### config.mk
export PLATFORM = sky130hd
export DESIGN_NAME = clb_config_loader
export DESIGN_NICKNAME = d
export VERILOG_FILES = /design/src/rtl/clb_cfg_pkg.sv /design/src/rtl/clb_cfg_shift.sv /design/src/rtl/clb_config_loader.sv
export SDC_FILE = /design/constraint.sdc
export NUM_CORES = 1
export LEC_CHECK = 0
export CORE_MARGIN = 10
export CORE_UTILIZATION = 55
export DETAILED_ROUTE_END_ITERATION = 6
export PLACE_DENSITY_LB_ADDON = 0.25
export SYNTH_ARGS = -nofsm -noshare
export SYNTH_HDL_FRONTEND = slang
export SYNTH_SLANG_ARGS = --single-unit
### constraint.sdc
create_clock -name clk -period 1.6 [get_ports clk]
set_input_delay 0.32 -clock clk [delete_from_list [all_inputs] [get_ports clk]]
set_output_delay 0.32 -clock clk [all_outputs]
set_load 0.05 [all_outputs]
### src/rtl/clb_cfg_pkg.sv
// Shared constants and state encoding for the CLB configuration loader.
// The optional parity feature is controlled by the CLB_CFG_PARITY_EN macro.
package clb_cfg_pkg;

  localparam int CFG_W = 18;
  localparam int SYNC_W = 8;
  localparam logic [SYNC_W-1:0] SYNC_WORD_DEFAULT = 8'hA5;

  typedef enum logic [2:0] {
    ST_IDLE   = 3'd0,
    ST_SYNC   = 3'd1,
    ST_LOAD   = 3'd2,
    ST_COMMIT = 3'd3,
    ST_DONE   = 3'd4,
    ST_ERR    = 3'd5
  } state_e;

endpackage

### src/rtl/clb_cfg_shift.sv
// Shadow shift register for the CLB configuration payload.
// Bits of a word are collected MSB first in an accumulator; each completed
// word is pushed in at the top of the shadow and everything moves down by one
// word, so after NUM_CLB words word 0 sits in the low slice.
// With CLB_CFG_PARITY_EN defined, every word carries a trailing even-parity
// bit which is checked here but never stored.
module clb_cfg_shift #(
  parameter int NUM_CLB = 4,
  parameter int CFG_W   = clb_cfg_pkg::CFG_W
) (
  input  logic                     clk,
  input  logic                     res,
  input  logic                     clr_i,
  input  logic                     shift_i,
  input  logic                     bit_i,
  output logic [NUM_CLB*CFG_W-1:0] shadow_o,
  output logic                     word_last_o,
  output logic                     frame_last_o,
  output logic                     par_bit_o,
  output logic                     par_ok_o
);

  localparam int TOT_W = NUM_CLB * CFG_W;
  localparam int BCW   = $clog2(CFG_W + 1);
  localparam int WCW   = (NUM_CLB > 1) ? $clog2(NUM_CLB) : 1;

`ifdef CLB_CFG_PARITY_EN
  localparam logic [BCW-1:0] LAST_BIT = BCW'(CFG_W);
`else
  localparam logic [BCW-1:0] LAST_BIT = BCW'(CFG_W - 1);
`endif
  localparam logic [BCW-1:0] LAST_DATA = BCW'(CFG_W - 1);
  localparam logic [WCW-1:0] LAST_WORD = WCW'(NUM_CLB - 1);

  logic [TOT_W-1:0] shadow_q, shadow_d;
  logic [CFG_W-1:0] acc_q, acc_d;
  logic [BCW-1:0]   bit_cnt_q, bit_cnt_d;
  logic [WCW-1:0]   word_cnt_q, word_cnt_d;
  logic             data_bit;

  assign data_bit     = (bit_cnt_q <= LAST_DATA);
  assign word_last_o  = (bit_cnt_q == LAST_BIT);
  assign frame_last_o = word_last_o && (word_cnt_q == LAST_WORD);
  assign shadow_o     = shadow_q;

`ifdef CLB_CFG_PARITY_EN
  logic par_q, par_d;

  assign par_bit_o = !data_bit;
  assign par_ok_o  = (bit_i == par_q);

  // Running XOR of the current word's data bits
  always_comb begin
    par_d = par_q;
    if (clr_i) begin
      par_d = 1'b0;
    end else if (shift_i) begin
      if (data_bit) begin
        par_d = par_q ^ bit_i;
      end else if (!frame_last_o) begin
        par_d = 1'b0;
      end
    end
  end

  // Parity accumulator register
  always_ff @(posedge clk) begin
    if (res) begin
      par_q <= 1'b0;
    end else begin
      par_q <= par_d;
    end
  end
`else
  assign par_bit_o = 1'b0;
  assign par_ok_o  = 1'b1;
`endif

  // Next-state for accumulator, shadow and bit/word counters
  always_comb begin
    shadow_d   = shadow_q;
    acc_d      = acc_q;
    bit_cnt_d  = bit_cnt_q;
    word_cnt_d = word_cnt_q;
    if (clr_i) begin
      shadow_d   = '0;
      acc_d      = '0;
      bit_cnt_d  = '0;
      word_cnt_d = '0;
    end else if (shift_i) begin
      if (data_bit) begin
        acc_d = {acc_q[CFG_W-2:0], bit_i};
        if (bit_cnt_q == LAST_DATA) begin
          shadow_d = shadow_q >> CFG_W;
          shadow_d[TOT_W-1 -: CFG_W] = acc_d;
        end
      end
      // Counters stop at their terminal values on the final bit of the frame
      if (word_last_o) begin
        if (!frame_last_o) begin
          bit_cnt_d  = '0;
          word_cnt_d = word_cnt_q + 1'b1;
        end
      end else begin
        bit_cnt_d = bit_cnt_q + 1'b1;
      end
    end
  end

  // Shadow, accumulator and counter registers
  always_ff @(posedge clk) begin
    if (res) begin
      shadow_q   <= '0;
      acc_q      <= '0;
      bit_cnt_q  <= '0;
      word_cnt_q <= '0;
    end else begin
      shadow_q   <= shadow_d;
      acc_q      <= acc_d;
      bit_cnt_q  <= bit_cnt_d;
      word_cnt_q <= word_cnt_d;
    end
  end

endmodule

### src/rtl/clb_config_loader.sv
// CLB configuration loader: hunts for a sync word in a serial bitstream,
// shifts NUM_CLB configuration words into a shadow register and commits them
// to sram_data in a single cycle so CLBs never see a partial configuration.
// Define CLB_CFG_PARITY_EN to expect and check an even-parity bit per word;
// without it the ERR state is unreachable and cfg_err is tied low.
module clb_config_loader
  import clb_cfg_pkg::*;
#(
  parameter int                NUM_CLB   = 4,
  parameter int                CFG_W     = clb_cfg_pkg::CFG_W,
  parameter logic [SYNC_W-1:0] SYNC_WORD = SYNC_WORD_DEFAULT
) (
  input  logic                     clk,
  input  logic                     res,
  input  logic                     start,
  input  logic                     bit_in,
  input  logic                     bit_valid,
  output logic                     bit_ready,
  output logic [NUM_CLB*CFG_W-1:0] sram_data,
  output logic                     cfg_done,
  output logic                     cfg_err
);

  localparam int TOT_W = NUM_CLB * CFG_W;

  state_e            state_q, state_d;
  logic [SYNC_W-1:0] win_q, win_d;
  logic [TOT_W-1:0]  sram_q, sram_d;
  logic [TOT_W-1:0]  shadow;
  logic              xfer;
  logic              sh_clr;
  logic              sh_shift;
  logic              word_last;
  logic              frame_last;
  logic              par_bit;
  logic              par_ok;
  logic              par_err;

  assign bit_ready = (state_q == ST_SYNC) || (state_q == ST_LOAD);
  assign xfer      = bit_valid && bit_ready;
  assign sh_shift  = xfer && (state_q == ST_LOAD);
  assign par_err   = sh_shift && word_last && par_bit && !par_ok;

  assign sram_data = sram_q;
  assign cfg_done  = (state_q == ST_DONE);
`ifdef CLB_CFG_PARITY_EN
  assign cfg_err   = (state_q == ST_ERR);
`else
  assign cfg_err   = 1'b0;
`endif

  clb_cfg_shift #(
    .NUM_CLB (NUM_CLB),
    .CFG_W   (CFG_W)
  ) u_shift (
    .clk          (clk),
    .res          (res),
    .clr_i        (sh_clr),
    .shift_i      (sh_shift),
    .bit_i        (bit_in),
    .shadow_o     (shadow),
    .word_last_o  (word_last),
    .frame_last_o (frame_last),
    .par_bit_o    (par_bit),
    .par_ok_o     (par_ok)
  );

  // Next state, sync window and commit of the shadow onto sram_data
  always_comb begin
    state_d = state_q;
    win_d   = win_q;
    sram_d  = sram_q;
    sh_clr  = 1'b0;
    case (state_q)
      ST_IDLE, ST_DONE, ST_ERR: begin
        if (start) begin
          state_d = ST_SYNC;
          win_d   = '0;
          sh_clr  = 1'b1;
        end
      end
      ST_SYNC: begin
        if (xfer) begin
          win_d = {win_q[SYNC_W-2:0], bit_in};
          if (win_d == SYNC_WORD) begin
            state_d = ST_LOAD;
          end
        end
      end
      ST_LOAD: begin
        if (sh_shift) begin
          if (par_err) begin
            state_d = ST_ERR;
            sh_clr  = 1'b1;
          end else if (frame_last) begin
            state_d = ST_COMMIT;
          end
        end
      end
      ST_COMMIT: begin
        sram_d  = shadow;
        state_d = ST_DONE;
      end
      default: begin
        state_d = ST_IDLE;
      end
    endcase
  end

  // State, sync window and committed configuration registers
  always_ff @(posedge clk) begin
    if (res) begin
      state_q <= ST_IDLE;
      win_q   <= '0;
      sram_q  <= '0;
    end else begin
      state_q <= state_d;
      win_q   <= win_d;
      sram_q  <= sram_d;
    end
  end

endmodule

* Yosys cells after proc, flatten, opt, wreduce, memory -nomap -nowiden *
Cells that the tools add are included.

storage, ports and cells
  input bits = 5
  memories = 0
  logic and storage cells = 52
  bits in writable memories = 0
  output and inout port bits = 75
  bits in latches = 0
  bits in read-only memories = 0
  flip-flop bits (word level) = 178

cells by class
  add/subtract/negate cells = 2
  div/mod/pow operators = 0
  reductions and logical operators = 14
  bitwise logic cells = 1
  shift operators = 0
  multipliers = 0
  $lt $le $gt $ge = 1
  equal/unequal tests = 14
  multiplexer cells = 13

operators by type and width
  cell                                                                      number
  3-bit 2-to-1 mux                                                          5
  7-bit 2-to-1 mux                                                          2
  7-bit one-hot mux with 2 select lines                                     1
  3-bit one-hot mux with 4 select lines                                     1
  5-bit 2-to-1 mux                                                          2
  2-bit inequality test (second input constant)                             5
  3-bit AND reduction                                                       3
  8-bit == test (second input constant)                                     1
  3-bit by 2-bit == test with 1-bit output (second input constant)          2
  3-bit == test (second input constant)                                     2
  5-bit by 1-bit adder with 5-bit output (second input constant)            1
  5-bit == test (second input constant)                                     1
  5-bit less-or-equal comparator (second input constant)                    1
  5-bit AND reduction                                                       1
  2-bit AND reduction                                                       2
  3-bit by 1-bit == test with 1-bit output (second input constant)          1
  1-bit logical AND                                                         3
  3-bit logical NOT                                                         1
  3-bit OR reduction                                                        1
  2-bit by 1-bit adder with 2-bit output (second input constant)            1
  2-bit == test (second input constant)                                     1
  1-bit 2-to-1 mux                                                          2
  2-bit by 1-bit inequality test with 1-bit output (second input constant)  1
  2-bit nonzero test                                                        1
  3 further kinds                                                           3

* Logic depth before layout (Yosys ltp) *
  word-level depth = 6
  mapped depth = 7
  depth with buffers taken out = 5

* Hierarchy *
Synthesis repeated with hierarchy kept, for this count alone.

second synthesis, totals
  cells, all modules = 816
  area, all modules = 6895.4 um^2

by module, submodules not included
  module             area each (um^2)  instances  sequential area each (um^2)  cells each
  clb_cfg_shift      3827.4            1          1921.8                       437
  clb_config_loader  3067.9            1          1641.6                       379

* Worst setup path before layout *
No wires, ideal clock.

  path type = register to output
  start point = reg state_q[1]
  end point = out cfg_done
  arrival time = 1806 ps
  buffers on the path = 2
  stages on the path, launching flop included = 4
  required time = 1280 ps
  slack = -526 ps
  cell sequence = dfxtp_1 > buf_2 > clkbuf_1 > nor3b_1

on the way
  cells in the longest elaborated chain, start to end = 1

ends and longest elaborated chain
  item                    line                      RTL
  start, declared         clb_config_loader.sv:26   state_e state_q, state_d;
  start signal, assigned  clb_config_loader.sv:117  state_q <= state_d;
  3-bit == test           clb_config_loader.sv:45   assign cfg_done = (state_q == ST_DONE);
  end, declared           clb_config_loader.sv:20   output logic cfg_done,

Every way passes these cells.

* Final worst setup path *
  start point = reg state_q[0]
  end point = out cfg_done

The elaborated chain is that of the path after synthesis.

==> results <==
- The run finished, with violations left.
- The checks that failed: negative setup slack.
- Max-cap violations in this run came to 0.
- On the critical path, the stage with the largest delay is an instance of sky130_fd_sc_hd__dfxtp_2.
- The total placed instance area is 0.00791 mm2.
- The endpoint class of the critical path is an output pin.
- The post-cts hold buffer count is 0.
- The floorplan step defined a die boundary enclosing 0.0174 mm2.
- The class of the tightest hold or removal check is primary input to flop.
- The net count of the finished layout is 885.
- Prior to clock tree synthesis, the placed netlist has a worst setup slack of -365 ps.
- At the worst endpoint, the required time is 1280 ps.
- The routed design has 18,100 um of wire.
- The leading cell type in the layout, fill and taps excluded is sky130_fd_sc_hd__dfxtp_1.
- The clock skew is 8.84 ps.
- Counting every sink on the clock net gives 178.
- Of the total power, registers draw 0.463.
- The sequential fraction of the synthesis area is 0.519.
- The overall overflow remaining after global route is 0.
- The count of endpoints failing hold in the final timing report is 0.
- The beginning of the critical path is state_q[0]$_SDFFE_PP0P_.
- The number of antenna-violating nets in the routed design is 0.
- The initialized floorplan defines 40 standard-cell rows.
- The fraction of layout cells with a size suffix above 1 is 0.191.
- The max-slew violation total from the final report came to 0.
- Once detailed placement completed, the half-perimeter wirelength came to 11,800 um.
- The cell-internal power is 7.18 mW.
- The number of CTS-inserted buffers is 17.
- The height of the chip is 132 um.
- The clock tree synthesis step divided the H-tree into 4 levels.
- The worst hold-check slack is 349 ps.
- The starting density of the core is 0.567.
- 0 antenna diodes ended up in the layout.
- Once placement completed, the tool counted placed cells totaling 1,017.
- Of the total power, the share spent switching nets is 0.258.
- The synthesized area per cell is 8.42 um2.
- For this run, the leading register cell type out of synthesis is sky130_fd_sc_hd__dfxtp_1.
- The startpoint of the lowest-slack register-to-register path is state_q[0]$_SDFFE_PP0P_.
- The worst hold path begins at res.
- The final route contains 6,174 vias.
- For this run, the number of Yosys warnings is 0.
- Of the total power, the clock network draws 0.400.
- In this design, the stage delay of the slowest critical-path cell is 340 ps.
- The first global-routing pass estimated 29,400 um of wire.
- Counting flops and latches in the post-synthesis netlist gives 178.
- The detailed router finished its first iteration with 718 violations.
- The synthesis-to-finish area growth is 26.4%.
- The number of flops mapped to enable cells by yosys is 0.
- The placer congestion estimate is 0.836.
- In this run the power density over the cells is 1120 mW/mm2.
- Across the VDD grid, the largest voltage drop is 0.548 mV.
- The area of the placeable core is 0.0121 mm2.
- In the layout the commonest cells are sky130_fd_sc_hd__dfxtp_1, sky130_fd_sc_hd__a21oi_1, sky130_fd_sc_hd__nand2_1.
- The post-synth net total is 824.
- The biggest fanout along the worst timing path is 4.
- STA classifies the critical path startpoint as a flop.
- The portion of the clock cycle consumed by the worst path in the final layout is 1.02.
- The number of global-route vias before repair is 5,951.
- The proportion of power drawn by combinational gates is 0.137.
- The clock tree from TritonCTS is yes.
- The clock network latency to the later pin of the worst-skew pair is 430 ps.
- The share of synthesized area in the top cell type comes to 0.519.
- For this run, design rule violations remaining after detail routing come to 0.
- By area the synthesized netlist is led by sky130_fd_sc_hd__dfxtp_1, sky130_fd_sc_hd__a21oi_1, sky130_fd_sc_hd__nand2_1, sky130_fd_sc_hd__o21ai_0, sky130_fd_sc_hd__nand3_1.
- The post-layout worst setup margin is -30.8 ps.
- Based on the critical path, the design can be clocked at up to 613 MHz.
- The synthesized instance count is 816.
- The longest clock path from root to sink contains 2 buffers.
- The time the worst path needs with I/O delays and setup is 1630 ps.
- The largest net degree at the start of global routing is 81.
- The total of fill cells in the finished design is 928.
- Walking the worst path, the cells encountered are buf_6 -> nor3b_4 -> buf_12.
- The share of flip-flops with an asynchronous set or reset is 0.
- The clock transition at the registers of the reported paths is 60 ps.
- In the final routed layout, each cell accounts on average for 17.1 um.
- The synthesized netlist contains 43 unique library cells.
- Using the TritonRoute via totals, the vias-per-cell ratio works out to 5.84.
- The setup path with the least slack is of type flop to output pin.
- In this run the cell area of the synthesized design comes to 0.00687 mm2.
- The first detailed-routing pass took 5 iterations.
- The cell at the root of the clock tree is sky130_fd_sc_hd__clkbuf_16.
- The static leakage power is 2.91 nW.
- The chip width is 132 um.
- Summed over all instances, the cell type with the most area after synthesis is sky130_fd_sc_hd__dfxtp_1.
- The finished cells cover 0.00868 mm2.
- Setup repair after global routing could not meet its margin everywhere.
- The final cell count without fillers is 1,057.
- The net switching power figure is 2.50 mW.
- The number of antenna violations at the first check in global routing is 0.
- The number of placed I/O pins is 80.
- Input and output buffers added on the ports amount to 78.
- Setup violations remaining at the end of the flow were counted as 2.
- The signal arrival time at the worst endpoint is 1310 ps.
- Across every metal layer, demand over resource in global routing totals 0.199.
[kinds of logic after synthesis]
family          Yosys count  synth area share
compound gates          275             0.217
simple gates            251             0.169
flops                   178             0.519
buf+inv                  90            0.0636
mux                      17            0.0248
fa+ha+maj                 3           0.00547
other cells               1          0.000546
xor+xnor                  1           0.00128
[flip-flops by register name (all words and copies together), names as in the netlist]
name / count
u_shift.word_cnt_q: 2
sram_data: 72
win_q: 7
u_shift.acc_q: 17
state_q: 3
u_shift.bit_cnt_q: 5
u_shift.shadow_o: 72
[Yosys cell counts (all sizes together), types with 4 or more instances]
cell and count:
mux2i 17, a21oi 157, nand3 75, buf 57, nor2 4, dfxtp 178
o211ai 26, nand4b 7, clkbuf 28, inv 5, o21ai 78, nand2 145
[worst max-delay path, delay by kind of cell, from the launching register on]
kind,cells,cell delay (ps)
simple gates,1,240
buf+inv,2,300
flops,1,340
[worst paths after layout]
kind	cells past startpoint	to	slack [ps]
worst max register to register	5	u_shift.acc_q[6]$_SDFFE_PP0P_	70
worst min register to register	2	sram_data[24]$_SDFFE_PP0P_	450
worst min-delay path	3	state_q[0]$_SDFFE_PP0P_	350
worst max-delay path	3	cfg_done	-30
[timing repair]
item                       in CTS  in global routing
gates cloned                    0                  2
gates resized for setup        10                 14
setup endpoints to repair       4                 82
setup buffers                   6                  1
pin swaps                       3                  1
[power by group through the flow]
stage / clock network (mW) / logic [mW] / registers (mW)
3_5_place_dp: 0 / 1.15 / 4.58
5_1_grt: 4.07 / 1.42 / 4.48
4_1_cts: 3.88 / 1.26 / 4.48
6_report: 3.87 / 1.33 / 4.48
3_3_place_gp: 0 / 1.12 / 4.58
2_1_floorplan: 0 / 0.800 / 4.56
[layout make-up]
type                    count  area [um2]  area share
inverters                   5        18.8     0.00216
repair buffers            127        1350       0.156
multi-input cells         548        2980       0.343
flip-flops and latches    178        3570       0.412
clock buffers              22         464      0.0535
clock inverters             9        82.6     0.00952
well taps                 168         210      0.0242
[layer usage]
metal | up-vias | share of wire | GRT usage
li1 | 2979 | - | -
met1 | 2948 | 0.42 | 0.243
met2 | 223 | 0.50 | 0.338
met3 | 24 | 0.062 | 0.0415
met4 | 0 | 0.014 | 0.0698
met5 | - | 0 | 0
[stage by stage]
stage                     utilization  TNS, ps  power, mW
final                           0.717    -59.7       9.68
after global routing            0.717     -126       9.97
after CTS                       0.704    -70.1       9.61
after detailed placement        0.653   -27440       5.74
after global placement          0.653   -19550       5.71
after floorplan                     -    -39.2       5.36
No activity file was read; power rests on OpenSTA's default activity.
